## src/rtl/line_buffer_reader.sv

```systemverilog
`default_nettype none
// ============================================================================
// line_buffer_reader : streams one line of pixels out of the line buffer
//                      read port onto a valid/ready stream with a last flag.
// Revision: 1.0
// ============================================================================
module line_buffer_reader #(
   parameter int ADDR_W     = 11,
   parameter int DATA_W     = 16,
   parameter int FIFO_DEPTH = 4
) (
   input  logic              clk,
   input  logic              reset,
   input  logic              start,
   input  logic [ADDR_W-1:0] base_addr,
   input  logic [ADDR_W:0]   line_len,
   output logic [ADDR_W-1:0] adb,
   output logic              ceb,
   output logic              oce,
   output logic              resetb,
   input  logic [DATA_W-1:0] dout,
   output logic [DATA_W-1:0] pix_data,
   output logic              pix_valid,
   input  logic              pix_ready,
   output logic              pix_last,
   output logic              busy,
   output logic              done
);

   localparam int PTR_W = $clog2(FIFO_DEPTH);
   localparam int CNT_W = PTR_W + 1;

   localparam logic [ADDR_W:0]  LEN_ONE   = 1;
   localparam logic [PTR_W-1:0] PTR_ONE   = 1;
   localparam logic [CNT_W-1:0] CNT_ONE   = 1;
   localparam logic [CNT_W:0]   CNT_DEPTH = FIFO_DEPTH;

   typedef enum logic [1:0] {
      ST_IDLE  = 2'd0,
      ST_ISSUE = 2'd1,
      ST_DRAIN = 2'd2
   } state_t;

   state_t              state_q, state_d;
   logic [ADDR_W-1:0]   base_q, base_d;
   logic [ADDR_W:0]     len_q, len_d;
   logic [ADDR_W:0]     issue_cnt_q, issue_cnt_d;
   logic [ADDR_W:0]     acc_cnt_q, acc_cnt_d;
   logic                ceb_q, ceb_d;
   logic [ADDR_W-1:0]   adb_q, adb_d;
   logic [1:0]          infl_q, infl_d;
   logic [CNT_W-1:0]    count_q, count_d;
   logic [PTR_W-1:0]    wr_ptr_q, wr_ptr_d;
   logic [PTR_W-1:0]    rd_ptr_q, rd_ptr_d;
   logic                busy_q, busy_d;
   logic                done_q, done_d;
   logic                push;
   logic                pop;
   logic [CNT_W:0]      outstanding;
   logic [DATA_W-1:0]   fifo_mem [FIFO_DEPTH];

   always_comb begin
      pop  = (count_q != '0) && pix_ready;
      push = infl_q[1];

      count_d = count_q;
      if (push && !pop) begin
         count_d = count_q + CNT_ONE;
      end else if (!push && pop) begin
         count_d = count_q - CNT_ONE;
      end
      wr_ptr_d    = push ? (wr_ptr_q + PTR_ONE) : wr_ptr_q;
      rd_ptr_d    = pop  ? (rd_ptr_q + PTR_ONE) : rd_ptr_q;
      infl_d      = {infl_q[0], ceb_q};
      acc_cnt_d   = pop   ? (acc_cnt_q + LEN_ONE)   : acc_cnt_q;
      issue_cnt_d = ceb_q ? (issue_cnt_q + LEN_ONE) : issue_cnt_q;

      state_d = state_q;
      base_d  = base_q;
      len_d   = len_q;
      done_d  = 1'b0;

      case (state_q)
         ST_IDLE: begin
            // The done cycle is still IDLE; a start there must not be taken.
            if (start && !done_q) begin
               base_d      = base_addr;
               len_d       = line_len;
               issue_cnt_d = '0;
               acc_cnt_d   = '0;
               state_d     = (line_len == '0) ? ST_DRAIN : ST_ISSUE;
            end
         end
         ST_ISSUE: begin
            if (ceb_q && (issue_cnt_q == (len_q - LEN_ONE))) begin
               state_d = ST_DRAIN;
            end
         end
         ST_DRAIN: begin
            state_d = ST_DRAIN;
         end
         default: begin
            state_d = ST_IDLE;
         end
      endcase

      // Drain completion is judged on next-state values so done lands in the
      // cycle right after the final pixel transfers.
      if ((state_d == ST_DRAIN) && (acc_cnt_d == len_d) && (count_d == '0)) begin
         state_d = ST_IDLE;
         done_d  = 1'b1;
      end

      busy_d = (state_d != ST_IDLE);

      // Credit covers FIFO occupancy plus every read still in the pipeline.
      outstanding = {1'b0, count_d} + {{CNT_W{1'b0}}, infl_d[0]}
                                    + {{CNT_W{1'b0}}, infl_d[1]};
      ceb_d = (state_d == ST_ISSUE) && (outstanding < CNT_DEPTH);
      adb_d = base_d + issue_cnt_d[ADDR_W-1:0];
   end

   always_ff @(posedge clk) begin
      if (reset) begin
         state_q     <= ST_IDLE;
         base_q      <= '0;
         len_q       <= '0;
         issue_cnt_q <= '0;
         acc_cnt_q   <= '0;
         ceb_q       <= 1'b0;
         adb_q       <= '0;
         infl_q      <= '0;
         count_q     <= '0;
         wr_ptr_q    <= '0;
         rd_ptr_q    <= '0;
         busy_q      <= 1'b0;
         done_q      <= 1'b0;
      end else begin
         state_q     <= state_d;
         base_q      <= base_d;
         len_q       <= len_d;
         issue_cnt_q <= issue_cnt_d;
         acc_cnt_q   <= acc_cnt_d;
         ceb_q       <= ceb_d;
         adb_q       <= adb_d;
         infl_q      <= infl_d;
         count_q     <= count_d;
         wr_ptr_q    <= wr_ptr_d;
         rd_ptr_q    <= rd_ptr_d;
         busy_q      <= busy_d;
         done_q      <= done_d;
      end
   end

   always_ff @(posedge clk) begin
      if (push) begin
         fifo_mem[wr_ptr_q] <= dout;
      end
   end

   assign adb       = adb_q;
   assign ceb       = ceb_q;
   assign oce       = 1'b1;
   assign resetb    = reset;
   assign pix_data  = fifo_mem[rd_ptr_q];
   assign pix_valid = (count_q != '0);
   assign pix_last  = pix_valid && (acc_cnt_q == (len_q - LEN_ONE));
   assign busy      = busy_q;
   assign done      = done_q;

endmodule
`default_nettype wire

```

## config.mk

```make
export PLATFORM = sky130hd
export DESIGN_NAME = line_buffer_reader
export DESIGN_NICKNAME = d
export VERILOG_FILES = /design/src/rtl/line_buffer_reader.sv
export SDC_FILE = /design/constraint.sdc
export NUM_CORES = 1
export LEC_CHECK = 0
export ABC_AREA = 1
export CORE_ASPECT_RATIO = 0.9
export CORE_MARGIN = 5
export CORE_UTILIZATION = 55
export CTS_CLUSTER_SIZE = 12
export DETAILED_ROUTE_END_ITERATION = 7
export DONT_BUFFER_PORTS = 1
export PLACE_DENSITY = 0.73
export SETUP_SLACK_MARGIN = 0.4
export SKIP_CTS_REPAIR_TIMING = 1
export SYNTH_ARGS = -nofsm -noshare
export SYNTH_HDL_FRONTEND = slang
export SYNTH_SLANG_ARGS = --single-unit
export TNS_END_PERCENT = 5
```

## constraint.sdc

```tcl
create_clock -name clk -period 2.55 [get_ports clk]
set_clock_uncertainty 0.1 [all_clocks]
set_input_delay 0.1275 -clock clk [delete_from_list [all_inputs] [get_ports clk]]
set_output_delay 0.1275 -clock clk [all_outputs]
set_load 0.02 [all_outputs]
```

# Yosys cells after proc, flatten, opt, wreduce, memory -nomap -nowiden
# Memory sizes are Yosys's and may differ from the RTL's. A register that Yosys moved wholly into a read port is not among the register bits.
# Index checks and enable logic that the tools add are counted.
# word_totals
reg_bits,72
ramBits,64
out_inout_bits,34
word_cells,71
memories,1
# op_classes
add_sub_neg,10
n_lt_le_gt_ge,1
eq_ne,7
n_mux,22
n_reduce_logical,17
# memory_table
name,words,word_bits,read_ports,rd_ports_with_merged_regs,write_ports,line_no,text
fifo_mem,4,16,1,1,1,60,logic [DATA_W-1:0] fifo_mem [FIFO_DEPTH];
# op_table
cell,n
2-to-1 mux 12 bit,8
== test 12 bit,3
adder 12 x 1 -> 12 bit (second input constant),2
2-to-1 mux 11 bit,2
logical NOT 12 bit,1
2-to-1 mux 2 bit,6
subtractor 12 x 1 -> 12 bit (second input constant),1
adder 11 bit,1
logical AND 1 bit,9
2-to-1 mux 3 bit,2
case mux 2 bit (3 select lines),1
adder 2 x 1 -> 2 bit (second input constant),2
adder 3 x 1 -> 4 bit,1
adder 4 x 1 -> 4 bit,1
== test 2 x 1 -> 1 bit (second input constant),2
== test 2 bit (second input constant),2
< comparator 4 x 3 -> 1 bit (second input constant),1
adder 3 x 1 -> 3 bit (second input constant),1
logical NOT 1 bit,3
logical NOT 3 bit,1
2-to-1 mux 1 bit,3
nonzero test 3 bit,1
subtractor 3 x 1 -> 3 bit (second input constant),1
logical NOT 2 bit,1
nonzero test 2 bit,1

# Depth between registers and ports, before layout
# Gate-level depths: netlist (run 1).
# depth
depth_word,11
ltp_mapped,18

# Worst setup path after synthesis (run 1)
# No wires, ideal clock.
# synth_path
path_kind,register to register
start,"register done_q, in the netlist done"
end,"register adb_q[8], in the netlist adb[8]"
setup_ps,122
arrival_time_ps,2634
required_time_ps,2328
setup_slack_ps,-306
path_stages_with_launch,14
path_buffers,3
synth_period_minus_slack_ps,2856
path_cell_list,dfxtp_1 -> inv_1 -> nand2_1 -> nor2_1 -> buf_2 -> clkbuf_1 -> buf_1 -> nor2_1 -> ha_1 -> fa_1 -> a21oi_1 -> o21ai_0 -> o21ai_0 -> a21oi_1
# synth_via
elab_chain_len,5
elab_cells_between_ends,7
# synth_rtl
item,line_no,text
"start, declared",56,"logic done_q, done_d;"
"start signal, assigned",151,done_q <= done_d;
logical NOT 1 bit,86,if (start && !done_q) begin
logical AND 1 bit,86,
2-to-1 mux 12 bit,86,
2-to-1 mux 12 bit,83,case (state_q)
net issue_cnt_d[0],47,"logic [ADDR_W:0] issue_cnt_q, issue_cnt_d;"
adder 11 bit,120,adb_d = base_d + issue_cnt_d[ADDR_W-1:0];
"end signal, assigned",131,adb_q <= '0;
"end signal, assigned",145,adb_q <= adb_d;
"end, declared",50,"logic [ADDR_W-1:0] adb_q, adb_d;"
# The timed path passes the listed nets, and every way through them passes these cells.
# A chain may end at the register's enable or synchronous reset.

# Final worst setup path (run 1)
# layout_path
start,register len_q[1]
end,output port pix_last
# layout_via
elab_chain_len,3
# layout_rtl
item,line_no,text
"start, declared",46,"logic [ADDR_W:0] len_q, len_d;"
"start signal, assigned",141,len_q <= len_d;
subtractor 12 x 1 -> 12 bit,167,assign pix_last = pix_valid && (acc_cnt_q == (len_q - LEN_ONE));
== test 12 bit,167,
logical AND 1 bit,167,
"end, declared",25,"output logic pix_last,"
# Every way passes these cells.

==> flow_summary.toml, run 1 <==
[worst_setup_path]
crit_fanout = 6
endpoint_kind = "primary output"
reg2reg_setup_slack_ns = 0.04
start_kind = "flip-flop"
max_stage_delay_ns = 0.34
cp.required_ns = 2.32
cp_common_cell = "nand2_1"
critical_path_class = "flip-flop to primary output"
rr_startpoint = "issue_cnt_q[1]"
timing.rr.end = "adb[9]"
cp_slowest_cell = "dfxtp_2"
startpoint = "len_q[1]"
critical_path_arrival_ns = 2.30
cp_cell_sequence = "inv_2 > ha_4 > nand2_4 > nor2_4 > nand2_2 > nand2_1 > nand2_1 > xor2_1 > nor4_2 > nand3_1 > nor2_1 > buf_4"
rr_worst_depth = 16

[sta]
hold_ws_ns = -0.0143
period_share_pct = 99.1
finalSetupViolations = 0
min_period_ns = 2.53
slew_viol_final = 0
fin_tns_setup_ns = 0
hold_viol_final = 3
fin_ws_ns = 0.0241
relSlewSlack_pct = 50.5
tightest_slew_ns = 0.742
rsz0062_at_grt = "true"
fmax_ghz = 0.396

[yosys]
yosys_register_bits = 138
syn_area_per_cell_um2 = 7.94
yosysUniqueCellTypes = 44
ys_seq_area_share_pct = 49.0
synth_area_mm2 = 0.00695
postSynthCellCount = 875
synthesis.nets = 940
yosysWarnings = 0

[place]
place_congestion = 0.935
place_hpwl_um = 11900
dp_slack_ns = -0.00572
numPlacedInstances = 1035
port_buffers = 0

[grt]
antenna_found_initial = 0
grt_use_total_pct = 23.2
grt_max_degree = 51
grt_pass1_wl_um = 27100
grt_pass1_vias = 5792
grt_overflow = 0

[hold_path]
hold_end = "acc_cnt_q[2]"
hp-class = "primary input to flip-flop"
min-delay-start = "pix_ready"
holdPathStages = 6

[job]
maxCapViolCount = 0

[drt]
drc_errors = 0
drtPass1Iterations = 5
met1Wirelength_um = 7450
drtAntennaViolNets = 0
dr.first_iter.drc_count = 429
top_layer = "met4"
wl_met3_um = 1130
wl_um = 17900
avgViaCountPerCell = 5.46
vias = 6091
routedWlPerCell_um = 16.0
wl_met2_um = 8980

[power_and_ir_drop]
power_leakage_uw = 0.00361
power_uw = 7420
powerDensity_mw_per_mm2 = 859
vdd_ir_drop_max_mv = 0.527

[status]
outcome = "finished, violations left"
violations = "hold timing"

[floorplanning]
die_area_mm2 = 0.0150
pin_count = 77
dieHeight_um = 117
core_mm2 = 0.0125
die_x_um = 128
fp-row-count = 39
initial_core_util_pct = 55.4

[finish]
final_cell_mix = "170 x nand2_1, 129 x nor2_1, 88 x inv_1, 65 x dfxtp_1, 64 x edfxtp_1"
nets = 1004
area_delta_synth_final_pct = 24.3
final_cells = 1116
mostFrequentLayoutCell = "nand2_1"
diodes = 0
drive_gt1_share_pct = 17.0

[cts]
cts_tree = "done"
cts_buffers = 17
clock-sinks = 138
clk_pin_slew_worst_paths_ns = 0.06
clkLatencyLatePin_ns = 0.43
htree_levels = 4
clock_tree.root_cell = "clkbuf_16"
clockBufferDepth = 2
synth_stat cells (all sizes together):
library cell | number | area [um^2]
nand2 | 185 | 719
nor2 | 148 | 586
inv | 102 | 383
o21ai | 82 | 414
dfxtp | 74 | 1480
edfxtp | 64 | 1920
nand3 | 63 | 330
a21oi | 29 | 156
ha | 21 | 263
o22ai | 16 | 100
clkbuf | 15 | 56.3
nand4 | 13 | 81.3
or2 | 11 | 68.8
buf | 10 | 57.6
xor2 | 9 | 78.8
nor4 | 8 | 50.1
nor3 | 7 | 51.3
o2111ai | 3 | 26.3
nand3b | 2 | 15.0
o21bai | 2 | 15.0
xnor2 | 2 | 17.5
a211oi | 1 | 7.51
a21o | 1 | 7.51
a31oi | 1 | 6.26
and3 | 1 | 6.26
conb | 1 | 3.75
fa | 1 | 20.0
mux2i | 1 | 10.0
nor2b | 1 | 6.26
o21a | 1 | 7.51
critical path: cells and delay by family, from the launching register on:
| family | cells | cell delay, ns |
|---|---|---|
| xor+xnor | 1 | 0.15 |
| fa+ha+maj | 1 | 0.19 |
| buf+inv | 2 | 0.25 |
| flops | 1 | 0.34 |
| simple gates | 8 | 0.93 |
flip-flops by register name (all words and copies together), names as in the netlist, named ones only:
name         cells
acc_cnt_q       12
fifo_mem        64
infl_q           2
wr_ptr_q         2
rd_ptr_q         2
issue_cnt_q     12
busy             1
adb             11
state_q          2
len_q           12
done             1
count_q          3
base_q          11
ceb              1
final cells by class:
type                       count  area (um^2)
clock inverter                15          213
inverter                     102          393
tap                          164          205
fill                         994         3900
sequential                   138         3420
timing repair buffer          69          653
multi-input combinational    611         3330
clock buffer                  17          425
cell families (layout without fill, tap and decap cells):
logic type / count (synthesis) / after routing / share of synthesized area (%)
AO/OA/AOI/OAI: 136 / 136 / 10.7
XOR/XNOR: 11 / 11 / 1.39
adder cells (fa/ha/maj): 22 / 22 / 4.07
buffers and inverters: 127 / 203 / 7.15
flip-flops: 138 / 138 / 49.0
multiplexers: 1 / 1 / 0.144
other: 1 / 1 / 0.0540
AND/OR/NAND/NOR: 439 / 440 / 27.6
layer usage:
layer  global-route usage [%]  vias to the layer above
li1                         -                     3027
met1                     26.9                     2837
met2                     40.0                      192
met3                     6.95                       35
met4                     10.3                        0
met5                        0                        -
report_power, final:
| part | switching [uW] | leakage, uW | total (uW) | internal [uW] |
|---|---|---|---|---|
| sequential | 165 | 0.00119 | 2650 | 2480 |
| clock | 1010 | 0.000307 | 2670 | 1660 |
| combinational | 1370 | 0.00212 | 2100 | 727 |
| total | 2550 | 0.00361 | 7420 | 4870 |
through the flow:
stage	util, %	area (um^2)
after floorplan	-	7090
after global placement	58.2	7300
after detailed placement	58.2	7300
after CTS	63.3	7940
after global routing	68.9	8640
final	68.9	8640
worst max path at each step:
stage                     cells past startpoint        to  slack [ns]
after floorplan                              12    adb[8]        0.23
after global placement                       12    adb[8]        0.06
after detailed placement                     17    adb[9]      -0.006
after CTS                                    12  pix_last       -0.11
after global routing                         17   adb[10]       -0.17
final                                        12  pix_last        0.02
(Power assumes the default switching activity.)
==> run 2: changes to the inputs <==
CTS_BUF_LIST = sky130_fd_sc_hd__clkbuf_2 sky130_fd_sc_hd__clkbuf_4 sky130_fd_sc_hd__clkbuf_8   (was not set)
==> run 2 against run 1 <==
  * Sequential cell count unchanged
  * Critical path depth unchanged
  * Register-to-register slack worse by 0.02 ns
  * Largest power group is now registers
  * The run now ends clean
  * Worst hold slack better by 0.029 ns
  * Highest routed layer unchanged
==> flow_summary.toml, run 2 (synthesis results as in run 1) <==
[status]
outcome = "completed"

[worst_setup_path]
endpoint_kind = "primary output"
rr_startpoint = "issue_cnt_q[1]"
startpoint = "len_q[1]"
start_kind = "flip-flop"
reg2reg_setup_slack_ns = 0.02
cp_top_family = "simple AND/OR/NAND/NOR gates"
cp_common_cell = "nand2_2"
cp_slowest_cell = "dfxtp_2"
timing.rr.end = "adb[9]"
cp.depth = 12
critPathBufInv = 2
critical_path_class = "flip-flop to primary output"
critical_path_arrival_ns = 2.31
max_stage_delay_ns = 0.34
cp.required_ns = 2.32
rr_worst_depth = 16
endpoint = "pix_last"
crit_fanout = 6
cp_cell_sequence = "inv_2 > ha_4 > nand2_4 > nor2_4 > nand2_2 > nand2_2 > nand2_2 > xor2_1 > nor4_2 > nand3_1 > nor2_1 > buf_4"

[power_and_ir_drop]
p_seq_share_pct = 38.7
power_leakage_uw = 0.00357
powerDensity_mw_per_mm2 = 799
power_switching_uw = 2490
switching_share_pct = 36.4
vdd_ir_drop_max_mv = 0.454
combPwrFrac_pct = 31.9
power_uw = 6840
p_int_uw = 4350
power_frac_clock_pct = 29.4

[sta]
rsz0062_at_grt = "true"
min_period_ns = 2.53
hold_viol_final = 0
fin_tns_setup_ns = 0
tightest_slew_ns = 0.750
fmax_ghz = 0.395
period_share_pct = 99.3
fin_ws_ns = 0.0168
finalSetupViolations = 0
relSlewSlack_pct = 49.9
slew_viol_final = 0

[cts]
clock-sinks = 138
clk_pin_slew_worst_paths_ns = 0.08
clkLatencyLatePin_ns = 0.46
cts_buffers = 17
htree_levels = 4
clock_tree.root_cell = "clkbuf_8"
clockBufferDepth = 2
cts_tree = "done"

[place]
place_congestion = 0.935
port_buffers = 0
place_hpwl_um = 11900
numPlacedInstances = 1035
dp_slack_ns = -0.00572

[finish]
drive_gt1_share_pct = 18.8
mostFrequentLayoutCell = "nand2_1"
final_cells = 1124
regMostFlops = "fifo_mem"
final_cell_mix = "166 x nand2_1, 128 x nor2_1, 87 x inv_1, 64 x edfxtp_1, 61 x dfxtp_1"
diodes = 0
final_util_pct = 68.2
area_delta_synth_final_pct = 23.2
fillers = 1006
nets = 1012
largest_reg_flops = 64

[floorplanning]
pin_count = 77
dieHeight_um = 117
die_x_um = 128
die_area_mm2 = 0.0150
core_mm2 = 0.0125
fp-row-count = 39
initial_core_util_pct = 55.4

[drt]
drc_errors = 0
wl_um = 17900
avgViaCountPerCell = 5.48
drtPass1Iterations = 5
dr.first_iter.drc_count = 513
routedWlPerCell_um = 15.9
vias = 6163
drtAntennaViolNets = 0

[grt]
antenna_found_initial = 0
grt_overflow = 0
grt_max_degree = 51
grt_pass1_vias = 5736
grt_pass1_wl_um = 26800
grt_use_total_pct = 22.9

[job]
maxCapViolCount = 0

[hold_path]
hp-class = "primary input to flip-flop"
==> run 2: changes by cell type in the layout (fill, tap and decap cells not counted), sizes merged <==
cell,before,now
buf,28,34
dlygate4sd3,41,43
==> run 2: worst min-delay path by stage <==
| stage | endpoint | cells past startpoint | slack, ns | from |
|---|---|---|---|---|
| after floorplan | fifo_mem[0][0] | 0 | 0.13 | dout[0] |
| after global placement | infl_q[1] | 1 | 0.12 | reset |
| after detailed placement | len_q[2] | 1 | 0.12 | reset |
| after CTS | count_q[1] | 1 | -0.39 | reset |
| after global routing | base_q[0] | 3 | 0.03 | start |
| final | base_q[2] | 3 | 0.01 | start |
==> run 2: area by class of cell <==
type / count / area (um^2) / area share [%]
clock buffers: 17 / 234 / 2.73
clock inverters: 15 / 213 / 2.49
inverters: 102 / 393 / 4.59
multi-input cells: 611 / 3380 / 39.5
flip-flops and latches: 138 / 3430 / 40.0
well taps: 164 / 205 / 2.40
repair buffers: 77 / 709 / 8.29
==> run 2: power by group through the flow <==
stage	clock [uW]	combinational [uW]	sequential (uW)
global route	2140	2430	2660
detailed placement	0	1890	2680
CTS	2040	1910	2630
finish	2010	2190	2650
global placement	0	1840	2670
floorplan	0	1450	2660
==> run 2: per-layer routing <==
metal | wire length [um] | track usage (%) | vias to the layer above
met2 | 8930 | 39.2 | 203
met1 | 7530 | 27.0 | 2892
met3 | 1110 | 6.45 | 32
met4 | 336 | 9.83 | 0
met5 | 0 | 0 | -
li1 | - | - | 3036
==> run 2: worst reg2reg max path: cells and delay by family (launching register included) <==
| kind | cells | cell delay, ns |
|---|---|---|
| simple gates | 10 | 0.96 |
| flops | 1 | 0.37 |
| buf+inv | 1 | 0.09 |
| compound gates | 3 | 0.40 |
| fa+ha+maj | 2 | 0.51 |
==> run 2: stage by stage <==
step | instance area [um^2] | hold WS (ns)
2_1_floorplan | 7090 | 0.126
3_3_place_gp | 7300 | 0.116
3_5_place_dp | 7300 | 0.118
4_1_cts | 7740 | -0.388
5_1_grt | 8560 | 0.0288
6_report | 8560 | 0.0144
